`src/rtl/sram_pkg.sv`:
```
// Shared definitions for the SRAM wrapper and its access controller.
package sram_pkg;

  // Status codes reported by the SRAM wrapper on sram_state.
  typedef enum logic [1:0] {
    FREE   = 2'd0,
    BUSY   = 2'd1,
    ACCESS = 2'd2,
    ERROR  = 2'd3
  } sram_state_e;

  // Pattern the wrapper drives on read_data when no valid read is present.
  localparam logic [31:0] BAD_READ = 32'hBAD1BAD1;

  // Access controller states.
  typedef enum logic [1:0] {
    IDLE    = 2'd0,
    WAIT    = 2'd1,
    RELEASE = 2'd2
  } ctrl_state_t;

endpackage

```
`src/rtl/sram_access_ctrl.sv`:
```
// Initiator-side controller for the multi-cycle SRAM access protocol.
// Accepts one word request at a time, holds the SRAM bus stable until the
// wrapper reports ACCESS (or ERROR / timeout), then issues a one-cycle response.
module sram_access_ctrl
  import sram_pkg::*;
#(
  parameter int unsigned TIMEOUT = 8,
  parameter int unsigned ADDR_W  = 10,
  parameter int unsigned DATA_W  = 32
) (
  input  logic              clk,
  input  logic              n_rst,
  input  logic              req_valid,
  output logic              req_ready,
  input  logic              req_write,
  input  logic [ADDR_W-1:0] req_addr,
  input  logic [DATA_W-1:0] req_wdata,
  output logic              rsp_valid,
  output logic [DATA_W-1:0] rsp_rdata,
  output logic              rsp_error,
  output logic [ADDR_W-1:0] address,
  output logic              read_enable,
  output logic              write_enable,
  output logic [DATA_W-1:0] write_data,
  input  logic [1:0]        sram_state,
  input  logic [DATA_W-1:0] read_data
);

  localparam int unsigned CNT_W = (TIMEOUT > 1) ? $clog2(TIMEOUT) : 1;
  localparam logic [CNT_W-1:0] CNT_MAX = CNT_W'(TIMEOUT - 1);

  ctrl_state_t       state_q, state_d;
  logic [ADDR_W-1:0] addr_q, addr_d;
  logic [DATA_W-1:0] wdata_q, wdata_d;
  logic              re_q, re_d;
  logic              we_q, we_d;
  logic              rsp_valid_q, rsp_valid_d;
  logic              rsp_error_q, rsp_error_d;
  logic [DATA_W-1:0] rsp_rdata_q, rsp_rdata_d;
  logic [CNT_W-1:0]  cnt_q, cnt_d;

  // Next-state and next-output decode for the access sequence.
  always_comb begin
    state_d     = state_q;
    addr_d      = addr_q;
    wdata_d     = wdata_q;
    re_d        = re_q;
    we_d        = we_q;
    rsp_valid_d = rsp_valid_q;
    rsp_error_d = rsp_error_q;
    rsp_rdata_d = rsp_rdata_q;
    cnt_d       = cnt_q;
    unique case (state_q)
      IDLE: begin
        if (req_valid) begin
          addr_d  = req_addr;
          wdata_d = req_write ? req_wdata : '0;
          we_d    = req_write;
          re_d    = ~req_write;
          cnt_d   = '0;
          state_d = WAIT;
        end
      end
      WAIT: begin
        // ACCESS is checked first so it wins over a same-cycle timeout.
        if (sram_state == ACCESS) begin
          rsp_rdata_d = re_q ? read_data : '0;
          re_d        = 1'b0;
          we_d        = 1'b0;
          rsp_valid_d = 1'b1;
          rsp_error_d = 1'b0;
          state_d     = RELEASE;
        end else if ((sram_state == ERROR) || (cnt_q == CNT_MAX)) begin
          rsp_rdata_d = '0;
          re_d        = 1'b0;
          we_d        = 1'b0;
          rsp_valid_d = 1'b1;
          rsp_error_d = 1'b1;
          state_d     = RELEASE;
        end else begin
          cnt_d = cnt_q + CNT_W'(1);
        end
      end
      RELEASE: begin
        rsp_valid_d = 1'b0;
        rsp_error_d = 1'b0;
        state_d     = IDLE;
      end
      default: begin
        re_d        = 1'b0;
        we_d        = 1'b0;
        rsp_valid_d = 1'b0;
        rsp_error_d = 1'b0;
        state_d     = IDLE;
      end
    endcase
  end

  // State and registered outputs; reset drops the SRAM enables immediately.
  always_ff @(posedge clk or negedge n_rst) begin
    if (!n_rst) begin
      state_q     <= IDLE;
      addr_q      <= '0;
      wdata_q     <= '0;
      re_q        <= 1'b0;
      we_q        <= 1'b0;
      rsp_valid_q <= 1'b0;
      rsp_error_q <= 1'b0;
      rsp_rdata_q <= '0;
      cnt_q       <= '0;
    end else begin
      state_q     <= state_d;
      addr_q      <= addr_d;
      wdata_q     <= wdata_d;
      re_q        <= re_d;
      we_q        <= we_d;
      rsp_valid_q <= rsp_valid_d;
      rsp_error_q <= rsp_error_d;
      rsp_rdata_q <= rsp_rdata_d;
      cnt_q       <= cnt_d;
    end
  end

  assign req_ready    = (state_q == IDLE);
  assign rsp_valid    = rsp_valid_q;
  assign rsp_error    = rsp_error_q;
  assign rsp_rdata    = rsp_rdata_q;
  assign address      = addr_q;
  assign read_enable  = re_q;
  assign write_enable = we_q;
  assign write_data   = wdata_q;

endmodule

```
`config.mk`:
```
export PLATFORM = sky130hd
export DESIGN_NAME = sram_access_ctrl
export DESIGN_NICKNAME = d
export VERILOG_FILES = /design/src/rtl/sram_pkg.sv /design/src/rtl/sram_access_ctrl.sv
export SDC_FILE = /design/constraint.sdc
export NUM_CORES = 1
export LEC_CHECK = 0
export BUFFER_PORTS_ARGS = -buffer_cell sky130_fd_sc_hd__buf_2
export CORE_MARGIN = 8
export CORE_UTILIZATION = 50
export CTS_BUF_LIST = sky130_fd_sc_hd__clkbuf_4 sky130_fd_sc_hd__clkbuf_8
export DETAILED_ROUTE_END_ITERATION = 7
export HOLD_SLACK_MARGIN = 0.06
export PLACE_DENSITY = 0.82
export SYNTH_ARGS = -nofsm -noshare
export SYNTH_HDL_FRONTEND = slang
export SYNTH_SLANG_ARGS = --single-unit
```
`constraint.sdc`:
```
create_clock -name clk -period 3.9 [get_ports clk]
set_clock_uncertainty 0.1 [all_clocks]
set_input_delay 0 -clock clk [delete_from_list [all_inputs] [get_ports clk]]
set_output_delay 0 -clock clk [all_outputs]
set_load 0.05 [all_outputs]
```
### Yosys cells after proc, flatten, opt, wreduce, memory -nomap -nowiden

Index checks and enable logic that the tools add are counted.

| cells by class | value |
|---|---|
| reductions and logical operators | 10 |
| multiplexer cells | 23 |
| bitwise operators | 3 |
| shifts and indexed selects | 0 |
| eq/ne operators | 9 |
| $lt $le $gt $ge | 0 |
| $mul | 0 |
| divide/modulo/power cells | 0 |
| add/subtract/negate cells | 1 |

Operator list:

| cell | number |
|---|---|
| 32-bit two-way mux | 4 |
| 3-bit two-way mux | 3 |
| 2-bit AND reduction | 4 |
| 1-bit two-way mux | 7 |
| 2-bit == test (second input constant) | 3 |
| 2-bit two-way mux | 3 |
| 2-bit != test (second input constant) | 3 |
| 1-bit case mux with 3 select lines | 2 |
| 3-bit case mux with 2 select lines | 1 |
| 1-bit case mux with 2 select lines | 2 |
| 2-bit case mux with 2 select lines | 1 |
| 4-bit AND reduction | 1 |
| 2-bit nonzero test | 2 |
| 3-bit by 1-bit adder with 3-bit output (second input constant) | 1 |
| 3-bit == test (second input constant) | 1 |
| 3-bit != test (second input constant) | 1 |
| 1-bit NOT | 3 |
| 3-bit AND reduction | 1 |
| 2-bit by 1-bit == test with 1-bit output (second input constant) | 1 |
| 2-bit logical NOT | 1 |
| 1-bit logical OR | 1 |

| word-level totals | value |
|---|---|
| input bits | 80 |
| bits in read-only memories | 0 |
| register bits after elaboration | 83 |
| memory bits (writable) | 0 |
| memories | 0 |
| output and inout bits | 79 |
| latch bits | 0 |

### Longest topological paths before layout

Gate-level depths: netlist (run 1).

| logic depth | value |
|---|---|
| depth in word-level cells | 5 |
| gate-level depth with buffers | 6 |
| mapped depth without buffers | 6 |

### Least setup slack after synthesis (run 1)

Ideal clock, no wire load.

| path | value |
|---|---|
| kind | reg-to-reg |
| start point | register cnt_q[0] |
| end point | register cnt_q[1] |
| library setup time | 0.121 ns |
| slack | 2.048 ns |
| arrival | 1.631 ns |
| data required time | 3.679 ns |
| stages on the path, launching flop included | 6 |
| path buffers | 0 |
| cells stage by stage | dfrtp_1 ha_1 ha_1 nor4b_1 a21oi_1 a22o_1 |

| between the ends | value |
|---|---|
| longest elaborated chain between the ends | 4 |
| elaborated cells on any way between the ends | 8 |

RTL lines:

| element | line | text |
|---|---|---|
| from (decl) | sram_access_ctrl.sv:40 | `logic [CNT_W-1:0] cnt_q, cnt_d;` |
| from (signal assigned) | sram_access_ctrl.sv:120 | `cnt_q <= cnt_d;` |
| 3-bit by 1-bit adder with 3-bit output or 3-bit == test (tied branches) | sram_access_ctrl.sv:81, sram_access_ctrl.sv:73 |  |
| 3-bit two-way mux or 1-bit logical OR (tied branches) | sram_access_ctrl.sv:73 | `end else if ((sram_state == ERROR) \|\| (cnt_q == CNT_MAX)) begin` |
| 3-bit two-way mux or 2-bit != test (tied branches) | -- |  |
| 3-bit case mux with 2 select lines or 4-bit AND reduction (tied branches) | -- |  |

Parallel ways exist; a longest one is shown, timed or not. The select of a mux whose other input is x is not followed.
A chain may end at the register's enable or synchronous reset.

### Worst setup path in the final report (run 1)

Ends and elaborated chain as after synthesis.

==> flow_metrics.tcl, run 1 <==
set metrics [dict create \
    status "complete, no violations" \
    synthFlopType "dfrtp_1" \
    finalCriticalPeriod_ns 2.120 \
    synth_top_area_frac 0.6512 \
    io_buffers 158 \
    p_switching_mw 1.646 \
    dr.first_iter.drc_count 108 \
    critical_path_arrival_ns 2.24 \
    wl_per_cell_um 17.49 \
    multiInputGateArea_sq_um 992.2 \
    h-tree-depth 3 \
    die_w_um 95.87 \
    drc_errors 0 \
    slew_headroom 0.2537 \
    p_clk_frac 0.206 \
    fmax_mhz 471.8 \
    p_leak_nw 2.698 \
    cp_max_fo 5 \
    antenna_found_initial 1 \
    hold_path.class "in -> reg" \
    crit_required_ns 4.02 \
    syn-num-nets 352 \
    grt_pass1_vias 3158 \
    grt_pass1_wl_mm 15.49 \
    syn_avg_cell_area_sq_um 11.81 \
    r2r_end "cnt_q[1]$_DFFE_PN0P_" \
    seq_area_frac_synth 0.6512 \
    hpwl_mm 5.997 \
    post_cts_buffers 0 \
    cp-start-kind "flop" \
    p_int_mw 1.967 \
    worst_slack_ns 1.780 \
    core_area_sq_um 6277 \
    whs_endpoint "write_data[0]$_DFFE_PN0P_" \
    worst_slew_pin_slew_ns 1.119 \
    clock_sinks 83 \
    finalNetCount 580 \
    fill_cells 399 \
    start_util 0.5081 \
    synth_area_leaders "dfrtp_1 (65%), a22o_1 (9.3%), nand2_1 (7.7%)" \
    power_frac_comb 0.446 \
    synth_area_sq_um 3189 \
    cp-end-kind "flop" \
    grt_start_max_net_pins 84 \
    io-pin-count 159 \
    async_reset_ff_frac 1.000 \
    yosys_warnings 0 \
    avgViaCountPerCell 5.070 \
    ir_drop_mv 0.5203 \
    drive_above_1_share 0.3738 \
    gp_congestion 0.7792 \
    die_area_sq_um 9190 \
    slew_violations 0 \
    areaGrowthSynthToFinish_pct 57.55 \
    period_share 0.5435 \
    rsz0062_at_grt "no" \
    whs_path_depth 3 \
    root_buffer "clkbuf_8" \
    ys_types 23 \
    regArea_sq_um 2077 \
    setup-violations-final 0 \
    r2r_cells 5 \
    worstHoldStart "req_write" \
    critical_path_class "reg -> reg" \
    vias 2951 \
    die-height_um 95.87 \
    reg2reg_slack_ns 1.78 \
    syn_inst 270 \
    power_density_nw_per_um2 719.0 \
    hold_viol 0 \
    synth_top_cell_by_area "dfrtp_1" \
    clk_pin_slew_ns 0.09 \
    rows 29 \
    timing.rr.start "cnt_q[0]$_DFFE_PN0P_" \
    p_sw_frac 0.4556 \
    first_pass_iters 4 \
    cts_inserted_buffers 9 \
    cts_tree "built" \
    ys_ff_latch 83 \
    tns_ns 0 \
    grt_usage 0.2210 \
    routed_wirelength_mm 10.18 \
    grt_overflow_total 0 \
    p_seq_frac 0.347 \
    postRouteAntennaNets 0 \
    cap_violations 0 \
    clockBufferDepth 2 \
    pre_cts_slack_ns 1.822 \
    synth-edff-count 0 \
    clock_latency_ns 0.33 \
]
per-layer routing:
metal,track usage,wire length (um),up-vias
met1,0.2300,3656,1429
met4,0.1434,419,0
met5,0,0,-
li1,-,-,1385
met3,0.04758,497,33
met2,0.3949,5609,104
registers in the layout (all words and copies together) (netlist names):
name / cells
rsp_rdata: 32
write_data: 32
address: 10
cnt_q: 3
state_q: 2
read_enable: 1
rsp_error: 1
rsp_valid: 1
write_enable: 1
stage by stage:
step | instance area (sq um) | hold slack [ns] | utilization | power [mW] | std cells
after CTS | 5020 | 0.06713 | 0.7997 | 3.614 | 580
after global routing | 5022 | 0.1136 | 0.8001 | 3.771 | 581
after global placement | 3989 | 0.1160 | 0.6354 | 2.758 | 486
final | 5025 | 0.08511 | 0.8005 | 3.613 | 582
after detailed placement | 3989 | 0.1195 | 0.6354 | 2.796 | 486
after floorplan | 3189 | -0.3956 | - | 2.407 | 270
worst max-delay path by stage:
stage                            from                         to  slack (ns)  cells past startpoint
2_1_floorplan    cnt_q[0]$_DFFE_PN0P_       cnt_q[1]$_DFFE_PN0P_        2.05                      5
3_3_place_gp     cnt_q[0]$_DFFE_PN0P_       cnt_q[1]$_DFFE_PN0P_        1.91                      5
3_5_place_dp     cnt_q[0]$_DFFE_PN0P_       cnt_q[2]$_DFFE_PN0P_        1.82                      5
4_1_cts          cnt_q[0]$_DFFE_PN0P_       cnt_q[1]$_DFFE_PN0P_        1.81                      5
5_1_grt        state_q[0]$_DFFE_PN0P_  rsp_rdata[27]$_DFFE_PN0P_        1.66                      3
6_report         cnt_q[0]$_DFFE_PN0P_       cnt_q[1]$_DFFE_PN0P_        1.78                      5
what timing repair did:
item                                   4_1_cts  5_1_grt
endpoints found under the hold margin      164        0
hold buffers                                78        0
gates resized for setup                      0        0
logic make-up after synthesis:
group,after synthesis,share of synthesized area
flops,83,0.6512
compound gates,74,0.1585
simple gates,73,0.09494
buf+inv,26,0.03884
mux,12,0.04865
fa+ha+maj,2,0.007845
cells in the mapped netlist (2+ instances only):
library cell,count
a22o_1,34
dfrtp_1,83
clkbuf_1,14
nand2_1,65
inv_1,6
mux2_4,6
a21oi_1,2
nor2b_1,2
o21ai_0,35
buf_2,3
mux2i_1,2
mux2_2,4
ha_1,2
buf_6,3
cell type report:
| class | count | share of cell area |
|---|---|---|
| Timing Repair Buffer | 237 | 0.3147 |
| Multi-Input combinational cell | 161 | 0.1975 |
| Clock buffer | 10 | 0.02739 |
| Sequential cell | 83 | 0.4133 |
| Inverter | 6 | 0.004482 |
| Antenna cell | 2 | 0.0009960 |
| Tap cell | 77 | 0.01917 |
| Clock inverter | 6 | 0.02241 |
power groups by stage:
stage	Clock (mW)	Sequential, mW	Combinational (mW)
after floorplan	0	2.06	0.347
after global placement	0	1.24	1.52
after detailed placement	0	1.26	1.54
after CTS	0.767	1.24	1.60
after global routing	0.796	1.28	1.69
final	0.746	1.25	1.61
layout by cell type (no fill, tap or decap), drive strengths merged, types with 2 or more instances in the layout:
cell type,count
a21oi,2
a22o,34
buf,159
bufinv,3
clkbuf,10
clkinv,3
dfrtp,83
diode,2
dlygate4sd3,78
ha,2
inv,6
mux2,10
mux2i,2
nand2,65
nor2b,2
o21ai,36
critical path, cell delays in order, from the launching register on:
cell     delay [ns]
dfrtp_1        0.40
ha_1           0.21
ha_1           0.22
nor4b_1        0.68
a21oi_1        0.17
a22o_1         0.23
Power figures use the tool's default switching activity.
==> run 2: changes to the inputs <==
CORE_UTILIZATION = 43   (was 50)
PLACE_DENSITY = 0.75   (was 0.82)
clock period = 1.8 ns   (was 3.9 ns; I/O delays follow)
==> run 2 against run 1 <==
Against the previous run:
- die area grew 13%
- setup slack lost 1.7 ns
- fmax grew 22%
- combinational power grew 120%
- sequential cell count is the same
- critical path depth shrank 1
- global-route usage shrank 3.0 points
- register-to-register slack lost 1.7 ns
- hold slack lost 0.0092 ns
- sequential power grew 110%
- critical endpoint is now cnt_q[0]$_DFFE_PN0P_
==> flow_metrics.tcl, run 2 (synthesis results as in run 1) <==
set metrics [dict create \
    status "complete, no violations" \
    critical_path_class "reg -> reg" \
    final_cell_mix "buf_2 (157), dfrtp_1 (83), dlygate4sd3_1 (78)" \
    cp-end-kind "flop" \
    antenna_found_initial 0 \
    wl_per_cell_um 16.28 \
    drc_errors 0 \
    final_common_cell "buf_2" \
    postRouteAntennaNets 0 \
    period_share 0.9663 \
    rows 31 \
    grt_start_max_net_pins 45 \
    grt_usage 0.1911 \
    finalNetCount 587 \
    first_pass_iters 4 \
    core_area_sq_um 7214 \
    critical_path_arrival_ns 1.91 \
    root_buffer "clkbuf_8" \
    ir_drop_mv 0.9595 \
    p_leak_nw 2.718 \
    hold_path.class "in -> async" \
    die_area_sq_um 10430 \
    hold_viol 0 \
    clk_pin_slew_ns 0.09 \
    slew_headroom 0.5780 \
    clock_sinks 83 \
    worst_slew_pin_slew_ns 0.6330 \
    slew_violations 0 \
    tns_ns 0 \
    drive_above_1_share 0.3882 \
    dr.first_iter.drc_count 69 \
    setup-violations-final 0 \
    vias 2916 \
    power_frac_comb 0.472 \
    areaGrowthSynthToFinish_pct 59.94 \
    die-height_um 102.1 \
    finalCriticalPeriod_ns 1.739 \
    cts_tree "built" \
    start_util 0.4421 \
    p_int_mw 4.019 \
    crit_required_ns 1.97 \
    h-tree-depth 3 \
    clock_latency_ns 0.34 \
    fmax_mhz 574.9 \
    fill_cells 535 \
    p_clk_frac 0.176 \
    hpwl_mm 6.355 \
    p_sw_frac 0.4712 \
    grt_overflow_total 0 \
    io-pin-count 159 \
    gp_congestion 0.7933 \
    cap_violations 0 \
    die_w_um 102.1 \
    p_switching_mw 3.582 \
    power_density_nw_per_um2 1490 \
    grt_pass1_vias 3136 \
    routed_wirelength_mm 9.928 \
    cts_inserted_buffers 9 \
    fin_util 0.7071 \
    p_seq_frac 0.353 \
    grt_pass1_wl_mm 15.57 \
    cp-start-kind "flop" \
    io_buffers 158 \
    clockBufferDepth 2 \
    rsz0062_at_grt "no" \
    cp_max_fo 4 \
    avgViaCountPerCell 4.780 \
]
[run 2: per-layer routing]
layer  global-route usage  wire length [um]  vias up
met2               0.3423              5389       98
met1               0.2106              3810     1396
met4              0.09594               226        0
met3              0.03678               502       18
met5                    0                 0        -
li1                     -                 -     1404
[run 2: through the flow]
stage	power, mW	instance area (sq um)	hold slack, ns	setup WS (ns)	instances
6_report	7.601	5101	0.07595	0.06059	610
5_1_grt	7.973	5099	0.1104	0.005848	609
4_1_cts	7.630	5091	0.06424	0.03159	608
3_5_place_dp	6.147	4108	-0.09116	0.01410	514
3_3_place_gp	6.064	4108	-0.09661	0.07718	514
2_1_floorplan	5.221	3198	-0.3956	0.06328	270
[run 2: critical path, stage by stage, from the launching register on]
cell	delay [ns]
dfrtp_1	0.40
ha_1	0.21
ha_2	0.20
or4b_2	0.60
mux2i_1	0.15
[run 2: power groups by stage]
| stage | combinational (mW) | sequential, mW | clock [mW] |
|---|---|---|---|
| floorplan | 0.758 | 4.46 | 0 |
| global placement | 3.39 | 2.67 | 0 |
| detailed placement | 3.44 | 2.70 | 0 |
| CTS | 3.58 | 2.67 | 1.37 |
| global route | 3.78 | 2.75 | 1.45 |
| finish | 3.59 | 2.68 | 1.33 |
[run 2: final timing paths]
kind | cells past startpoint | startpoint | slack, ns | endpoint
max in group asynchronous | 3 | n_rst | 0.90 | address[7]$_DFFE_PN0P_
setup reg to reg | 4 | cnt_q[0]$_DFFE_PN0P_ | 0.06 | cnt_q[0]$_DFFE_PN0P_
hold reg to reg | 2 | write_data[3]$_DFFE_PN0P_ | 0.38 | write_data[3]$_DFFE_PN0P_
hold / removal | 2 | n_rst | 0.08 | rsp_rdata[15]$_DFFE_PN0P_
min in group clk | 3 | req_write | 0.09 | write_data[16]$_DFFE_PN0P_
setup / recovery | 4 | cnt_q[0]$_DFFE_PN0P_ | 0.06 | cnt_q[0]$_DFFE_PN0P_
[run 2: final cells by class]
type,count,area (sq um),share of cell area
flip-flops and latches,83,2077,0.4072
repair buffers,244,1672,0.3277
multi-input cells,161,1003,0.1967
clock buffers,9,123.9,0.02428
well taps,99,123.9,0.02428
clock inverters,7,76.32,0.01496
inverters,6,22.52,0.004415
diodes,1,2.502,0.0004906
[run 2: repair_timing]
item,in CTS,in global routing
setup endpoints to repair,1,1
hold buffers,78,0
endpoints found under the hold margin,165,0
pin swaps,0,0
buffers inserted,0,1
gates resized for setup,1,0
